<file path="src/rtl/rv32e_pkg.sv">
// Shared RV32E execute-stage definitions: opcodes, ALU function codes, FSM states, default sizes.
package rv32e_pkg;

  localparam int DEF_XLEN     = 32;
  localparam int DEF_NUM_REGS = 16;

  localparam logic [6:0] OP     = 7'b0110011;
  localparam logic [6:0] OP_IMM = 7'b0010011;

  localparam logic [2:0] FUNC_ADD  = 3'b000;
  localparam logic [2:0] FUNC_SLL  = 3'b001;
  localparam logic [2:0] FUNC_SLT  = 3'b010;
  localparam logic [2:0] FUNC_SLTU = 3'b011;
  localparam logic [2:0] FUNC_XOR  = 3'b100;
  localparam logic [2:0] FUNC_SR   = 3'b101;
  localparam logic [2:0] FUNC_OR   = 3'b110;
  localparam logic [2:0] FUNC_AND  = 3'b111;

  localparam logic [6:0] F7_BASE = 7'b0000000;
  localparam logic [6:0] F7_ALT  = 7'b0100000;

  typedef enum logic [1:0] {
    S_IDLE = 2'd0,
    S_OPER = 2'd1,
    S_EXEC = 2'd2,
    S_WB   = 2'd3
  } exec_state_t;

endpackage

</file>
<file path="src/rtl/exec_unit_if.sv">
// Fetch-side handshake, retire outputs and debug read port of the execute stage.
interface exec_unit_if #(parameter int XLEN = rv32e_pkg::DEF_XLEN);
  logic            in_valid;
  logic            in_ready;
  logic [31:0]     instr;
  logic            done;
  logic [XLEN-1:0] result;
  logic            illegal;
  logic [3:0]      dbg_addr;
  logic [XLEN-1:0] dbg_data;

  modport master (
    output in_valid, instr, dbg_addr,
    input  in_ready, done, result, illegal, dbg_data
  );

  modport slave (
    input  in_valid, instr, dbg_addr,
    output in_ready, done, result, illegal, dbg_data
  );
endinterface

</file>
<file path="src/rtl/alu.sv">
// Combinational RV32 integer ALU; f7_bit selects SUB for ADD and arithmetic shift for SR.
module alu
  import rv32e_pkg::*;
#(
  parameter int size = DEF_XLEN
) (
  input  logic [2:0]      func_type,
  input  logic            f7_bit,
  input  logic [size-1:0] value1,
  input  logic [size-1:0] value2,
  output logic [size-1:0] out
);

  localparam int SHW = $clog2(size);

  logic [SHW-1:0] shamt;
  assign shamt = value2[SHW-1:0];

  always_comb begin
    out = '0;
    case (func_type)
      FUNC_ADD:  out = f7_bit ? value1 - value2 : value1 + value2;
      FUNC_SLL:  out = value1 << shamt;
      FUNC_SLT:  out = {{(size-1){1'b0}}, $signed(value1) < $signed(value2)};
      FUNC_SLTU: out = {{(size-1){1'b0}}, value1 < value2};
      FUNC_XOR:  out = value1 ^ value2;
      FUNC_SR:   out = f7_bit ? $unsigned($signed(value1) >>> shamt) : value1 >> shamt;
      FUNC_OR:   out = value1 | value2;
      FUNC_AND:  out = value1 & value2;
      default:   out = '0;
    endcase
  end

endmodule

</file>
<file path="src/rtl/rv32e_regfile.sv">
// Register file: two async operand reads plus a debug read, one synchronous write, async clear.
// x0 is never written and always reads zero.
module rv32e_regfile
  import rv32e_pkg::*;
#(
  parameter int XLEN     = DEF_XLEN,
  parameter int NUM_REGS = DEF_NUM_REGS,
  parameter int AW       = $clog2(NUM_REGS)
) (
  input  logic            clk,
  input  logic            rst_n,
  input  logic [AW-1:0]   rs1_addr,
  input  logic [AW-1:0]   rs2_addr,
  input  logic [AW-1:0]   dbg_addr,
  output logic [XLEN-1:0] rs1_data,
  output logic [XLEN-1:0] rs2_data,
  output logic [XLEN-1:0] dbg_data,
  input  logic            we,
  input  logic [AW-1:0]   waddr,
  input  logic [XLEN-1:0] wdata
);

  logic [XLEN-1:0] regs [NUM_REGS];

  always_ff @(posedge clk or negedge rst_n) begin
    if (!rst_n) begin
      for (int i = 0; i < NUM_REGS; i++) regs[i] <= '0;
    end else if (we && waddr != '0) begin
      regs[waddr] <= wdata;
    end
  end

  assign rs1_data = (rs1_addr == '0) ? '0 : regs[rs1_addr];
  assign rs2_data = (rs2_addr == '0) ? '0 : regs[rs2_addr];
  assign dbg_data = (dbg_addr == '0) ? '0 : regs[dbg_addr];

endmodule

</file>
<file path="src/rtl/exec_unit.sv">
// RV32E OP/OP-IMM execute stage: IDLE->OPER->EXEC->WB, done pulses in WB, regfile written leaving WB.
// Accepts one instruction per 4 cycles; in_ready only in IDLE, in_valid while busy is ignored.
// EXEC_ILLEGAL_CHECK_EN enables illegal-encoding detection and write suppression.
module exec_unit
  import rv32e_pkg::*;
#(
  parameter int XLEN     = DEF_XLEN,
  parameter int NUM_REGS = DEF_NUM_REGS
) (
  input logic         clk,
  input logic         rst_n,
  exec_unit_if.slave  bus
);

  localparam int AW = $clog2(NUM_REGS);

  exec_state_t     state;
  logic [31:0]     instr_q;
  logic [XLEN-1:0] op1_q, op2_q, result_q;
  logic [2:0]      func_q;
  logic            f7_q;
  logic [AW-1:0]   rd_q;
  logic            wr_en_q, done_q, illegal_q;

  logic [XLEN-1:0] rs1_data, rs2_data, alu_out, imm_sext;
  logic [6:0]      opcode;
  logic [2:0]      f3;
  logic            is_op, is_imm, f7_dec, illegal_dec;

  assign opcode   = instr_q[6:0];
  assign f3       = instr_q[14:12];
  assign is_op    = (opcode == OP);
  assign is_imm   = (opcode == OP_IMM);
  assign imm_sext = {{(XLEN-12){instr_q[31]}}, instr_q[31:20]};
  // Only immediate shifts carry the SRA select; ADDI with bit 30 set must still add.
  assign f7_dec   = is_op ? instr_q[30] : (is_imm && f3 == FUNC_SR) ? instr_q[30] : 1'b0;

`ifdef EXEC_ILLEGAL_CHECK_EN
  logic [6:0] f7;
  logic       f7_bad, imm_shift_bad;
  assign f7            = instr_q[31:25];
  assign f7_bad        = (f7 != F7_BASE) && (f7 != F7_ALT);
  assign imm_shift_bad = (f3 == FUNC_SLL || f3 == FUNC_SR) &&
                         (f7_bad || (f7 == F7_ALT && f3 == FUNC_SLL));
  assign illegal_dec   = !(is_op || is_imm) || instr_q[11] || instr_q[19] ||
                         (is_op && (instr_q[24] || f7_bad ||
                                    (f7 == F7_ALT && f3 != FUNC_ADD && f3 != FUNC_SR))) ||
                         (is_imm && imm_shift_bad);
`else
  logic unused_idx_msb;
  assign unused_idx_msb = instr_q[11] ^ instr_q[19];
  assign illegal_dec    = 1'b0;
`endif

  rv32e_regfile #(.XLEN(XLEN), .NUM_REGS(NUM_REGS)) u_regfile (
    .clk      (clk),
    .rst_n    (rst_n),
    .rs1_addr (instr_q[15 +: AW]),
    .rs2_addr (instr_q[20 +: AW]),
    .dbg_addr (bus.dbg_addr[AW-1:0]),
    .rs1_data (rs1_data),
    .rs2_data (rs2_data),
    .dbg_data (bus.dbg_data),
    .we       (state == S_WB && wr_en_q),
    .waddr    (rd_q),
    .wdata    (result_q)
  );

  alu #(.size(XLEN)) u_alu (
    .func_type (func_q),
    .f7_bit    (f7_q),
    .value1    (op1_q),
    .value2    (op2_q),
    .out       (alu_out)
  );

  always_ff @(posedge clk or negedge rst_n) begin
    if (!rst_n) begin
      state     <= S_IDLE;
      instr_q   <= '0;
      op1_q     <= '0;
      op2_q     <= '0;
      func_q    <= '0;
      f7_q      <= 1'b0;
      rd_q      <= '0;
      wr_en_q   <= 1'b0;
      result_q  <= '0;
      done_q    <= 1'b0;
      illegal_q <= 1'b0;
    end else begin
      done_q <= 1'b0;
      case (state)
        S_IDLE: begin
          if (bus.in_valid) begin
            instr_q <= bus.instr;
            state   <= S_OPER;
          end
        end
        S_OPER: begin
          op1_q     <= rs1_data;
          op2_q     <= is_op ? rs2_data : imm_sext;
          func_q    <= f3;
          f7_q      <= f7_dec;
          rd_q      <= instr_q[7 +: AW];
          wr_en_q   <= (is_op || is_imm) && (instr_q[7 +: AW] != '0) && !illegal_dec;
          illegal_q <= illegal_dec;
          state     <= S_EXEC;
        end
        S_EXEC: begin
          result_q <= alu_out;
          done_q   <= 1'b1;
          state    <= S_WB;
        end
        S_WB:    state <= S_IDLE;
        default: state <= S_IDLE;
      endcase
    end
  end

  assign bus.in_ready = (state == S_IDLE);
  assign bus.done     = done_q;
  assign bus.result   = result_q;
  assign bus.illegal  = illegal_q;

endmodule

</file>
<file path="src/flat_wrapper.sv">
// flat-port wrapper written by rule: the top's interface ports become plain ports
module exec_unit_flat import rv32e_pkg::*;
#(
  parameter int XLEN     = DEF_XLEN,
  parameter int NUM_REGS = DEF_NUM_REGS
)
  (clk, rst_n, bus_in_valid, bus_instr, bus_dbg_addr, bus_in_ready, bus_done, bus_result, bus_illegal, bus_dbg_data);
  exec_unit_if #(.XLEN(XLEN)) bus_i ();
  input logic clk;
  input logic rst_n;
  input wire logic [$bits(bus_i.in_valid)-1:0] bus_in_valid;
  input wire logic [$bits(bus_i.instr)-1:0] bus_instr;
  input wire logic [$bits(bus_i.dbg_addr)-1:0] bus_dbg_addr;
  output wire logic [$bits(bus_i.in_ready)-1:0] bus_in_ready;
  output wire logic [$bits(bus_i.done)-1:0] bus_done;
  output wire logic [$bits(bus_i.result)-1:0] bus_result;
  output wire logic [$bits(bus_i.illegal)-1:0] bus_illegal;
  output wire logic [$bits(bus_i.dbg_data)-1:0] bus_dbg_data;
  assign bus_i.in_valid = bus_in_valid;
  assign bus_i.instr = bus_instr;
  assign bus_i.dbg_addr = bus_dbg_addr;
  assign bus_in_ready = bus_i.in_ready;
  assign bus_done = bus_i.done;
  assign bus_result = bus_i.result;
  assign bus_illegal = bus_i.illegal;
  assign bus_dbg_data = bus_i.dbg_data;
  exec_unit #(.XLEN(XLEN), .NUM_REGS(NUM_REGS)) u_core (.clk(clk), .rst_n(rst_n), .bus(bus_i));
endmodule
</file>
<file path="config.mk">
export PLATFORM = sky130hd
export DESIGN_NAME = exec_unit_flat
export DESIGN_NICKNAME = d
export VERILOG_FILES = /design/src/rtl/rv32e_pkg.sv /design/src/rtl/exec_unit_if.sv /design/src/rtl/alu.sv /design/src/rtl/rv32e_regfile.sv /design/src/rtl/exec_unit.sv /design/src/flat_wrapper.sv
export SDC_FILE = /design/constraint.sdc
export NUM_CORES = 2
export LEC_CHECK = 0
export BUFFER_PORTS_ARGS = -buffer_cell sky130_fd_sc_hd__buf_2
export CORE_ASPECT_RATIO = 1.25
export CORE_MARGIN = 2
export CORE_UTILIZATION = 45
export CTS_CLUSTER_DIAMETER = 100
export CTS_CLUSTER_SIZE = 8
export DETAILED_ROUTE_END_ITERATION = 10
export GPL_ROUTABILITY_DRIVEN = 0
export GPL_TIMING_DRIVEN = 1
export HOLD_SLACK_MARGIN = 0.02
export MAX_ROUTING_LAYER = met4
export PLACE_DENSITY = 0.65
export SKIP_LAST_GASP = 1
export SLEW_MARGIN = 20
export SYNTH_ARGS = -nofsm -noshare
export SYNTH_HDL_FRONTEND = slang
export SYNTH_HIERARCHICAL = 1
export SYNTH_SLANG_ARGS = --single-unit
</file>
<file path="constraint.sdc">
create_clock -name clk -period 7.55 [get_ports clk]
set_input_delay 0.755 -clock clk [delete_from_list [all_inputs] [get_ports clk]]
set_output_delay 0.755 -clock clk [all_outputs]
set_load 0.01 [all_outputs]
</file>
# --- Word level (Yosys, flattened, before mapping) ---
# Cells that the tools add are included.
classes:
  addsub: 2
  n_lt_le_gt_ge: 7
  n_eq_ne: 14
  shifts: 3
  n_mux: 24
  n_bitwise: 7
  n_reduce_logical: 14
ops:
  columns: ["op", "count"]
  rows:
  - ["$bwmux W512", 1]
  - ["$mux W32", 13]
  - ["$bmux W32 S4", 3]
  - ["$pmux W32 S8", 1]
  - ["$demux W32 S4", 1]
  - ["$lt A32 B32 Y1", 2]
  - ["$add A32 B32 Y32", 1]
  - ["$and A32 B32 Y32", 1]
  - ["$or A32 B32 Y32", 1]
  - ["$shl A32 B5 Y32", 1]
  - ["$shr A32 B5 Y32", 1]
  - ["$sshr A32 B5 Y32", 1]
  - ["$sub A32 B32 Y32", 1]
  - ["$xor A32 B32 Y32", 1]
  - ["$ge A5 B5 Y1 const B", 4]
  - ["$not A4 Y5", 4]
  - ["$eq A3 B3 Y1 const B", 5]
  - ["$logic_not A4 Y1", 3]
  - ["$pmux W2 S4", 1]
  - ["$reduce_bool A4 Y1", 2]
  - ["$eq A7 B5 Y1 const B", 1]
  - ["$eq A7 B6 Y1 const B", 1]
  - ["$eq A3 B2 Y1 const B", 2]
  - ["$logic_and A1 B1 Y1", 5]
  - ["other kinds (11)", 14]
word_totals:
  reg_bits: 652
  input_bits: 39
  output_inout_bits: 67
  word_cells: 97

# --- Longest topological paths before layout ---
depth:
  depth_word: 6
  depth_mapped: 15
  ltp_nobuf: 14

# --- By module ---
# The synthesis kept the hierarchy.
by_module_without_submodules:
  columns: ["mod", "instances", "cells_each", "area_each_um2", "seq_area_each_um2"]
  rows:
  - ["rv32e_regfile", 1, 2152, 29423.2, 12036.5]
  - ["alu", 1, 1291, 8340.5, 0.0]
  - ["exec_unit", 1, 413, 5587.9, 3453.3]

# --- Least setup slack after synthesis ---
# OpenSTA, ideal clock, no wires.
synth_path:
  path_kind: "reg-to-reg"
  from: "reg u_core.op2_q[2]"
  to: "reg u_core.result_q[30] (netlist: u_core/bus.result[30])"
  setup_ps: 125
  arrival_ps: 3987
  t_required_ps: 7425
  path_slack_ps: 3439
  path_stages_with_launch: 16
  n_path_buf: 3
  synth_period_minus_slack_ps: 4111
  path_cell_list: "dfrtp_1 clkbuf_1 inv_2 buf_1 buf_1 ha_1 nor2b_2 o311a_1 or4b_4 and4_4 o21ai_4 nand2_2 a211oi_2 o211ai_1 or3b_1 mux2_2"
synth_via:
  elab_chain_len: 3
  elab_cells_between_ends: 8
  classes_between: "add/sub (2); shift (3); mux (3)"
synth_lines:
  columns: ["element", "line", "rtl"]
  rows:
  - ["start: declaration", "exec_unit.sv:19", "logic [XLEN-1:0] op1_q, op2_q, result_q;"]
  - ["start signal: assignment", "exec_unit.sv:101", "op2_q <= is_op ? rs2_data : imm_sext;"]
  - ["$add A32 B32 Y32 (tied with other cells)", "alu.sv:22", "FUNC_ADD: out = f7_bit ? value1 - value2 : value1 + value2;"]
  - ["$mux W32, on equally long branches", "alu.sv:22, alu.sv:27", null]
  - ["$pmux W32 S8 (*)", "alu.sv:21", "case (func_type)"]
  - ["via u_core.alu_out[30]", "exec_unit.sv:25", "logic [XLEN-1:0] rs1_data, rs2_data, alu_out, imm_sext;"]
  - ["end signal: assignment", "exec_unit.sv:110", "result_q <= alu_out;"]
  - ["end: declaration", "exec_unit.sv:19", null]
# The timed path passes the listed nets; every way through them passes the cells marked *.
# A chain may end at the register's enable or synchronous reset.

# --- Final worst setup path ---
layout_path:
  from: "reg u_core.op2_q[1]"
  to: "reg u_core.result_q[29] (netlist: u_core/bus.result[29])"
# The elaborated chain is that of the path after synthesis.

==> metrics.md <==
| Metric | Value |
|---|---|
| CTS Buffer Depth | 3 |
| # IOs | 106 |
| CP Launch Type | flip-flop |
| Initial antenna violation count | 5 |
| Total GRT Usage | 0.312 |
| Fin crit period | 5.11 ns |
| Post-route ant nets | 0 |
| Post-Syn Area | 43400 µm² |
| Total setup buffers inserted after CTS | 0 |
| Max-Cap Viols | 0 |
| Max FO, Critical Path | 51 |
| DRC viols | 0 |
| Setup-failing EPs final | 0 |
| Power density over the cells | 390 nW/µm² |
| Status | complete, no violations |
| Worst-Margin Slew | 1.26 ns |
| Gr ovfl total | 0 |
| Violation count after the first detailed-routing iteration | 4389 |
| Max Slew Vio Count | 0 |
| Initial Util | 0.453 |
| Final net count | 3898 |
| Avg Cell Area, Syn | 11.2 µm² |
| Slew HR | 0.151 |
| Share of cells above drive strength 1 | 0.332 |
| Cts repair resizes | 0 |
| Register area | 15500 µm² |
| CTS sink cnt | 619 |
| Vias in the first global route | 34300 |
| I/O Buffers | 102 |
| Fillers | 8660 |
| Internal power | 9.48 mW |
| Row count | 127 |
| Mapped Cells | 3856 |
| Wirelength per Cell | 29.9 µm |
| First-pass GRT wire length | 224 mm |
| Distinct cells, synth | 81 |
| #FFs+latches synth | 619 |
| Combinational cell fraction of total power | 0.528 |
| Lkg Pwr | 20.8 nW |
| TritonRoute pass-1 iters | 10 |
| Switching share of power | 0.483 |
| Clk_lat worst skew | 0.65 ns |
| Share of async-settable or async-resettable flops after synthesis | 1.00 |
| RSZ-0062 raised after global routing | false |
| CTS tree | done |
| Skew final | 0.0222 ns |
| Detail Placement HPWL | 92.4 mm |
| Core area | 95700 µm² |
| Crit path DAT | 5.63 ns |
| Sequential share of the synthesized area | 0.357 |
| Most used DFF post-synth | dfrtp_1 |
| Largest net degree at the start of global routing | 153 |
| Vias | 34700 |
| Die W | 282 µm |
| Reg2Reg Setup Slack | 2.44 ns |
| Yosys warns | 6 |
| Die footprint | 98900 µm² |
| Count of flip-flops with a built-in enable after synthesis | 0 |
| Register share of total power | 0.277 |
| Cts hold-fix bufs | 0 |
| H-tree levels | 3 |
| Hold crit path type | input pin to async pin |
| Net Count, Synth | 3999 |
| Clk network pwr share | 0.195 |
| Setup TNS | 0 ns |
| Final hold vios | 0 |
| Routed wire length | 151 mm |
| Area grow syn2layout | 8.54% |
| Placed inst area | 44700 µm² |
| Reg clk slew, reported paths | 0.05 ns |
| Final Cell Area | 47100 µm² |
| Fmax | 196 MHz |
| Tcrit/Tclk final | 0.676 |
| Critical path type | flip-flop to flip-flop |
| Net Sw Power | 8.87 mW |
| Num CTS Buffers | 88 |
| Vias per cell | 6.86 |
| Clock root buffer | clkbuf_16 |
| Worst Path Required | 8.07 ns |
| Setup crit end kind | flip-flop |
| Multi-input logic area | 25800 µm² |
| Max rail drop VDD | 0.253 mV |
| Die extent in y | 351 µm |
==> synth_stat cells, types with 14 or more instances <==
cell type | count | area share
mux2_2 | 662 | 0.17
dfrtp_1 | 619 | 0.36
mux4_2 | 249 | 0.13
nor2_1 | 237 | 0.021
clkbuf_1 | 221 | 0.019
mux2i_1 | 211 | 0.049
o21ai_0 | 161 | 0.019
inv_1 | 146 | 0.013
a21oi_1 | 141 | 0.016
nand2_1 | 112 | 0.0097
ha_1 | 102 | 0.029
buf_2 | 93 | 0.011
nor3_1 | 89 | 0.010
o22a_1 | 81 | 0.016
a22oi_1 | 78 | 0.014
o22ai_1 | 71 | 0.010
o31a_1 | 71 | 0.014
nor2b_1 | 48 | 0.0069
a221oi_1 | 42 | 0.0085
a221o_1 | 33 | 0.0076
buf_1 | 31 | 0.0027
nand2b_1 | 27 | 0.0039
xnor2_1 | 25 | 0.0051
a211oi_1 | 22 | 0.0038
mux2_1 | 22 | 0.0057
nand3_1 | 21 | 0.0024
buf_4 | 17 | 0.0029
o211ai_1 | 16 | 0.0028
o31ai_1 | 15 | 0.0026
or3_1 | 14 | 0.0020
==> registers in the layout (all words and copies together) (netlist names) <==
name	flops
u_core/u_regfile/regs	481
u_core/bus.result	32
u_core/op1_q	32
u_core/op2_q	32
u_core/instr_q	30
u_core/rd_q	4
u_core/func_q	3
u_core/state	2
u_core/bus.done	1
u_core/f7_q	1
u_core/wr_en_q	1
==> final cells by class <==
type | instances | area share
multi-input cells | 2715 | 0.548
flip-flops and latches | 619 | 0.330
clock buffers | 100 | 0.0482
well taps | 1290 | 0.0343
repair buffers | 181 | 0.0250
inverters | 150 | 0.0120
clock inverters | 8 | 0.00229
diodes | 2 | 0.000106
==> worst max-delay path: stages (launching register included) <==
cell and delay [ns]:
dfrtp_2 0.39, buf_4 0.32, inv_2 0.10, buf_4 0.51
ha_1 0.38, a211oi_1 0.43, o211ai_1 0.23, a21oi_1 0.52
o211ai_1 0.39, a2111oi_0 0.76, o311a_1 0.23, a211oi_1 0.07
xnor2_1 0.23, o21ai_0 0.10, mux2_2 0.30
==> worst paths after layout <==
kind	start	to	depth (start not counted)
max	u_core/op2_q[1]$_DFFE_PN0N_	u_core/bus.result[29]$_DFFE_PN0P_	14
max reg2reg	u_core/op2_q[1]$_DFFE_PN0N_	u_core/bus.result[29]$_DFFE_PN0P_	14
max in group asynchronous	rst_n	u_core/instr_q[21]$_DFFE_PN0P_	2
min reg2reg	u_core/u_regfile/regs[510]$_DFFE_PN0P_	u_core/u_regfile/regs[510]$_DFFE_PN0P_	0
min	rst_n	u_core/u_regfile/regs[93]$_DFFE_PN0P_	1
min in group clk	bus_instr[22]	u_core/instr_q[22]$_DFFE_PN0P_	2
==> cell usage in the layout, fill, tap and decap left out, types with 13 or more instances in the layout <==
| cell | n |
|---|---|
| o21ai_0 | 161 |
| xnor2_1 | 25 |
| a221oi_1 | 42 |
| o31a_1 | 71 |
| o22a_1 | 81 |
| a221o_1 | 33 |
| buf_2 | 99 |
| ha_1 | 100 |
| a21oi_1 | 141 |
| mux4_2 | 249 |
| o31ai_1 | 15 |
| mux2_1 | 22 |
| nor3_1 | 88 |
| o22ai_1 | 71 |
| clkbuf_16 | 89 |
| nor2b_1 | 44 |
| inv_1 | 146 |
| nand2_1 | 107 |
| mux2i_1 | 211 |
| o211ai_1 | 16 |
| dfrtp_1 | 606 |
| nand2b_1 | 22 |
| a211oi_1 | 22 |
| nor4_1 | 13 |
| mux2_2 | 662 |
| nand3_1 | 20 |
| nor2_1 | 227 |
| buf_4 | 76 |
| a22oi_1 | 78 |
==> power by group through the flow <==
stage | combinational, mW | sequential, mW | clock [mW]
final | 9.69 | 5.09 | 3.57
after global routing | 10.2 | 5.17 | 3.76
after CTS | 9.38 | 5.05 | 3.61
after detailed placement | 9.33 | 5.10 | 0
after global placement | 9.27 | 5.08 | 0
after floorplan | 6.86 | 4.28 | 0
==> kinds of logic after synthesis <==
logic type	Yosys count	synth area share
adders and majority gates	104	0.0304
and+or+nand+nor	601	0.0643
other	1	0.0000865
xor gates and xnor gates	29	0.00586
muxes	1144	0.356
buffers and inverters	522	0.0512
AOI/OAI and AO/OA	836	0.135
DFF	619	0.357
==> stage by stage <==
stage	power, mW	std cells	utilization	hold WS (ns)	setup WS, ns
after floorplan	11.1	3856	-	0.422	3.44
after global placement	14.3	4955	0.467	0.361	2.67
after detailed placement	14.4	4955	0.467	0.365	2.61
after CTS	18.0	5063	0.492	0.0975	2.61
after global routing	19.1	5064	0.492	0.123	2.24
final	18.3	5065	0.492	0.0878	2.44
==> routing by layer <==
metal | vias to the layer above | track usage | wire length, µm
met3 | 595 | 0.0563 | 13400
met5 | - | - | 0
met4 | 0 | 0.166 | 9310
li1 | 14400 | - | -
met2 | 2082 | 0.492 | 71300
met1 | 17600 | 0.383 | 57200
Power figures use the tool's default switching activity.
